**src/rtl/riscv_constants.sv**
```systemverilog
// Shared encodings for the kana-riscv write-back path: write-back source select,
// load funct3 codes and the write-back stage FSM states.
package riscv_constants;

   typedef enum logic [1:0] {
      WB_ALU = 2'd0,
      WB_MEM = 2'd1,
      WB_PC4 = 2'd2,
      WB_CSR = 2'd3
   } wb_sel_e;

   typedef enum logic [2:0] {
      LB  = 3'b000,
      LH  = 3'b001,
      LW  = 3'b010,
      LBU = 3'b100,
      LHU = 3'b101
   } load_fn_e;

   typedef enum logic [0:0] {
      StIdle    = 1'b0,
      StWaitMem = 1'b1
   } wb_state_e;

endpackage

```
**src/rtl/riscv_load_ext.sv**
```systemverilog
// Load data extractor: picks the addressed byte/half from an aligned little-endian
// word and sign- or zero-extends it according to the load funct3.
module riscv_load_ext
   import riscv_constants::*;
#(
   parameter int unsigned WORD_LENGTH = 32
) (
   input  logic [2:0]             load_fn,
   input  logic [1:0]             offset,
   input  logic [WORD_LENGTH-1:0] rdata,
   output logic [WORD_LENGTH-1:0] ext
);

   logic [7:0]  byte_sel;
   logic [15:0] half_sel;

   always_comb begin
      byte_sel = rdata[8*offset +: 8];
      half_sel = rdata[16*offset[1] +: 16];
      case (load_fn)
         LB:      ext = {{(WORD_LENGTH-8){byte_sel[7]}}, byte_sel};
         LH:      ext = {{(WORD_LENGTH-16){half_sel[15]}}, half_sel};
         LBU:     ext = {{(WORD_LENGTH-8){1'b0}}, byte_sel};
         LHU:     ext = {{(WORD_LENGTH-16){1'b0}}, half_sel};
         default: ext = rdata;
      endcase
   end

endmodule

```
**src/rtl/riscv_wb_stage.sv**
```systemverilog
// Write-back stage: selects ALU/PC+4/CSR/load data and drives the register-file write port.
// Optional early-forward port enabled with `RISCV_WB_BYPASS_EN.
module riscv_wb_stage
   import riscv_constants::*;
#(
   parameter int unsigned WORD_LENGTH    = 32,
   parameter int unsigned REG_ADDR_WIDTH = 5
) (
   input  logic                      clk,
   input  logic                      rst,
   input  logic                      in_valid,
   output logic                      in_ready,
   input  logic [1:0]                wb_sel,
   input  logic [2:0]                load_fn,
   input  logic [REG_ADDR_WIDTH-1:0] rd_addr,
   input  logic                      rd_wen,
   input  logic [WORD_LENGTH-1:0]    alu_out,
   input  logic [WORD_LENGTH-1:0]    pc,
   input  logic [WORD_LENGTH-1:0]    csr_rdata,
   input  logic                      mem_rvalid,
   input  logic [WORD_LENGTH-1:0]    mem_rdata,
   output logic                      rf_we,
   output logic [REG_ADDR_WIDTH-1:0] rf_waddr,
   output logic [WORD_LENGTH-1:0]    rf_wdata,
   output logic                      load_fault,
   output logic                      fwd_valid,
   output logic [REG_ADDR_WIDTH-1:0] fwd_addr,
   output logic [WORD_LENGTH-1:0]    fwd_data
);

   wb_state_e                 state_q, state_d;
   logic [2:0]                ld_fn_q, ld_fn_d;
   logic [1:0]                ld_off_q, ld_off_d;
   logic [REG_ADDR_WIDTH-1:0] ld_rd_q, ld_rd_d;
   logic                      ld_wen_q, ld_wen_d;
   logic                      rf_we_q, rf_we_d;
   logic [REG_ADDR_WIDTH-1:0] rf_waddr_q, rf_waddr_d;
   logic [WORD_LENGTH-1:0]    rf_wdata_q, rf_wdata_d;
   logic                      load_fault_q, load_fault_d;
   logic [WORD_LENGTH-1:0]    ld_ext;
   logic                      ld_illegal;

   riscv_load_ext #(
      .WORD_LENGTH(WORD_LENGTH)
   ) u_load_ext (
      .load_fn(ld_fn_q),
      .offset (ld_off_q),
      .rdata  (mem_rdata),
      .ext    (ld_ext)
   );

   always_comb begin
      case (load_fn)
         LB, LBU: ld_illegal = 1'b0;
         LH, LHU: ld_illegal = alu_out[0];
         LW:      ld_illegal = alu_out[1:0] != 2'b00;
         default: ld_illegal = 1'b1;
      endcase
   end

   always_comb begin
      state_d      = state_q;
      ld_fn_d      = ld_fn_q;
      ld_off_d     = ld_off_q;
      ld_rd_d      = ld_rd_q;
      ld_wen_d     = ld_wen_q;
      rf_we_d      = 1'b0;
      rf_waddr_d   = '0;
      rf_wdata_d   = '0;
      load_fault_d = 1'b0;
      case (state_q)
         StIdle: begin
            if (in_valid) begin
               if (wb_sel == WB_MEM) begin
                  if (ld_illegal) begin
                     load_fault_d = 1'b1;
                  end else begin
                     ld_fn_d  = load_fn;
                     ld_off_d = alu_out[1:0];
                     ld_rd_d  = rd_addr;
                     ld_wen_d = rd_wen;
                     state_d  = StWaitMem;
                  end
               end else begin
                  // x0 is hardwired to zero, so writes to it are never issued
                  rf_we_d = rd_wen && (rd_addr != '0);
                  if (rf_we_d) begin
                     rf_waddr_d = rd_addr;
                     case (wb_sel)
                        WB_PC4:  rf_wdata_d = pc + WORD_LENGTH'(4);
                        WB_CSR:  rf_wdata_d = csr_rdata;
                        default: rf_wdata_d = alu_out;
                     endcase
                  end
               end
            end
         end
         StWaitMem: begin
            if (mem_rvalid) begin
               rf_we_d = ld_wen_q && (ld_rd_q != '0);
               if (rf_we_d) begin
                  rf_waddr_d = ld_rd_q;
                  rf_wdata_d = ld_ext;
               end
               state_d = StIdle;
            end
         end
         default: state_d = StIdle;
      endcase
   end

   always_ff @(posedge clk or posedge rst) begin
      if (rst) begin
         state_q      <= StIdle;
         ld_fn_q      <= 3'b000;
         ld_off_q     <= 2'b00;
         ld_rd_q      <= '0;
         ld_wen_q     <= 1'b0;
         rf_we_q      <= 1'b0;
         rf_waddr_q   <= '0;
         rf_wdata_q   <= '0;
         load_fault_q <= 1'b0;
      end else begin
         state_q      <= state_d;
         ld_fn_q      <= ld_fn_d;
         ld_off_q     <= ld_off_d;
         ld_rd_q      <= ld_rd_d;
         ld_wen_q     <= ld_wen_d;
         rf_we_q      <= rf_we_d;
         rf_waddr_q   <= rf_waddr_d;
         rf_wdata_q   <= rf_wdata_d;
         load_fault_q <= load_fault_d;
      end
   end

   assign in_ready   = (state_q == StIdle);
   assign rf_we      = rf_we_q;
   assign rf_waddr   = rf_waddr_q;
   assign rf_wdata   = rf_wdata_q;
   assign load_fault = load_fault_q;

`ifdef RISCV_WB_BYPASS_EN
   assign fwd_valid = rf_we_d;
   assign fwd_addr  = rf_waddr_d;
   assign fwd_data  = rf_wdata_d;
`else
   assign fwd_valid = 1'b0;
   assign fwd_addr  = '0;
   assign fwd_data  = '0;
`endif

endmodule

```
**config.mk**
```make
export PLATFORM = sky130hd
export DESIGN_NAME = riscv_wb_stage
export DESIGN_NICKNAME = d
export VERILOG_FILES = /design/src/rtl/riscv_constants.sv /design/src/rtl/riscv_load_ext.sv /design/src/rtl/riscv_wb_stage.sv
export SDC_FILE = /design/constraint.sdc
export NUM_CORES = 1
export LEC_CHECK = 0
export ABC_AREA = 0
export CAP_MARGIN = 20
export CORE_MARGIN = 2
export CORE_UTILIZATION = 42
export DETAILED_ROUTE_END_ITERATION = 8
export PLACE_DENSITY = 0.84
export SLEW_MARGIN = 20
export SYNTH_ARGS = -nofsm -noshare
export SYNTH_HDL_FRONTEND = slang
export SYNTH_SLANG_ARGS = --single-unit
export TNS_END_PERCENT = 20
```
**constraint.sdc**
```tcl
create_clock -name clk -period 3.2 [get_ports clk]
set_input_delay 0.32 -clock clk [delete_from_list [all_inputs] [get_ports clk]]
set_output_delay 0.32 -clock clk [all_outputs]
set_load 0.01 [all_outputs]
```
==> results_dict.tcl <==
set metrics [dict create \
    cts_tree "yes" \
    critical-path-top-delay-family "simple AND/OR/NAND/NOR gates" \
    worst_r2r_endpoint "rf_wdata[11]$_DFF_PP0_" \
    grt_pass1_wl_um 21000 \
    post_cts.repair.setup_buffers 0 \
    dpl.hpwl_um 11200 \
    cp_slowest_cell "or4_4" \
    tightestPinTransition_ps 598 \
    power.total_mw 1.93 \
    synth.avg_cell_area_sq_um 9.03 \
    slew_headroom 0.600 \
    ir_drop_mv 0.163 \
    synthArstFlopShare 1.00 \
    fmax_mhz 435 \
    diodes 0 \
    drive_gt1_frac 0.0865 \
    dieArea_sq_mm 0.0100 \
    die_h_um 100 \
    yosysMostFrequentCell "dfrtp_1" \
    cts_buffer_depth 2 \
    required_ps 3410 \
    slowest_delay_ps 680 \
    slew_viol_final 0 \
    drt_first_pass_iters 5 \
    power_density_mw_per_mm2 335 \
    cts_buffers 5 \
    placed_area_sq_mm 0.00565 \
    synth_top_flop_cell "dfrtp_1" \
    worst-path-buf-inv 1 \
    cp_max_fo 12 \
    finalCritPeriodShare 0.718 \
    ff2ff_path_depth 4 \
    num_vias 4008 \
    area_growth_pct 48.4 \
    drv_cap 0 \
    synthDistinctLibCells 68 \
    gp_congestion 0.963 \
    reg2reg_slack_ps 990 \
    yosys.area.top_type_share 0.329 \
    reg2reg_from "ld_rd_q[1]$_DFFE_PP0P_" \
    timing_hold_violations_final 0 \
    track_usage 0.272 \
    clock_skew_ps 8.46 \
    worstSetupStartpointType "input port" \
    setup_ws_ps 902 \
    status "finished clean" \
    hold_ws_ps 331 \
    worstSetupPathType "input port to flip-flop" \
    hold_path.class "input port to async pin" \
    final.setup.tns_ps 0 \
    place_inst 704 \
    cts.repair.resized 0 \
    gr-total-overflow 0 \
    antenna_found_initial 0 \
    synth_commonest_cells "51 x dfrtp_1, 38 x buf_4, 31 x nor2_1" \
    antenna_left 0 \
    die_w_um 100 \
    post-place-ws_ps 575 \
    clkLatencyLatePin_ps 310 \
    wl_per_cell_um 19.5 \
    drt_iter0_markers 278 \
    clk_pin_slew_ps 100 \
    rsz0062_at_grt "no" \
    yosysTopAreaCell "dfrtp_1" \
    fin_crit_ps 2300 \
    initial_core_util 0.425 \
    final_cell_area_sq_mm 0.00575 \
    endpoint_kind "flip-flop" \
    grt_max_degree 32 \
    syn-cell-area_sq_mm 0.00387 \
    crit_chain "clkdlybuf4s50_1 -> nand4_2 -> or4_4 -> or3_1 -> a21o_1 -> a41o_1" \
    h-tree-depth 2 \
    core_sq_mm 0.00911 \
    ys_warn_count 0 \
    clk_root_buffer_cell "clkbuf_8" \
    cts.hold.buffers_added 0 \
    rows 35 \
    route.detailed.drc 0 \
    synthCells 429 \
    drt-vias-per-instance 5.63 \
    clkSinkCount 51 \
    setup_viol 0 \
    synth.area.top_cells "dfrtp_1 33%, buf_4 7.4%, mux2i_1 3.9%, xnor2_1 3.8%, mux2_2 3.8%" \
    yosysSeqAreaShare 0.329 \
    final_util 0.631 \
    synth_edf_count 0 \
    cp.depth 6 \
    arrival_ps 2500 \
    p_leak_nw 2.32 \
    pin_count 221 \
    grt_pass1_vias 3922 \
    nets 744 \
    wirelength_um 13900 \
    synth_seq_cells 51 \
    finalNonFillerCells 712 \
    io_buffers 182 \
]
## placed cells by master, fill, tap and decap left out, drive strengths merged, types with 5 or more instances in the layout
cell type / count
buf: 10
nor4: 11
conb: 38
a22o: 5
clkbuf: 6
xor2: 7
mux2i: 15
nor3: 9
nor2: 31
dfrtp: 51
nor3b: 8
inv: 12
nand4: 8
clkdlybuf4s50: 182
nand2b: 5
o221ai: 8
nand2: 23
a21oi: 12
o21ai: 32
xnor2: 17
a22oi: 18
mux2: 13
nand3: 12
o22a: 13
o22ai: 5
## where the power goes
group	switching (mW)	internal [mW]
Clock	0.226	0.177
Sequential	0.0653	0.710
Combinational	0.361	0.385
Total	0.653	1.27
## layer usage
metal,track usage,share of wire
met1,0.352,0.40
met2,0.471,0.50
met3,0.0411,0.084
met4,0.0811,0.021
met5,0,0
## final cells by class
cell class | count | area [sq um]
fill | 789 | 3360
sequential | 51 | 1280
clock inverter | 2 | 16.3
clock buffer | 6 | 82.6
inverter | 13 | 48.8
multi-input combinational | 337 | 2290
tap | 111 | 139
timing repair buffer | 192 | 1900
## worst reg2reg max path, delay by kind of cell, from the launching register on
| kind | cells | cell delay (ps) |
|---|---|---|
| AOI/OAI and AO/OA | 2 | 780 |
| DFF | 1 | 400 |
| and+or+nand+nor | 2 | 900 |
## worst max path at each step
stage | start | to
4_1_cts | pc[13] | rf_wdata[21]$_DFF_PP0_
2_1_floorplan | ld_off_q[1]$_DFFE_PP0P_ | rf_wdata[21]$_DFF_PP0_
6_report | pc[10] | rf_wdata[21]$_DFF_PP0_
3_5_place_dp | pc[13] | rf_wdata[21]$_DFF_PP0_
3_3_place_gp | pc[10] | rf_wdata[21]$_DFF_PP0_
5_1_grt | pc[2] | rf_wdata[14]$_DFF_PP0_
## cells by family after synthesis
logic type | share of synthesized area
adder cells (fa/ha/maj) | 0.00323
other | 0.000968
buffers and inverters | 0.115
flip-flops | 0.329
AND/OR/NAND/NOR | 0.191
XOR/XNOR | 0.0542
AO/OA/AOI/OAI | 0.223
multiplexers | 0.0823
## registers in the layout, indices dropped and copies added (netlist names)
name,flops
rf_wdata,32
ld_rd_q,5
rf_waddr,5
ld_fn_q,3
ld_off_q,2
ld_wen_q,1
load_fault,1
rf_we,1
state_q,1
No activity file was read; power rests on OpenSTA's default activity.
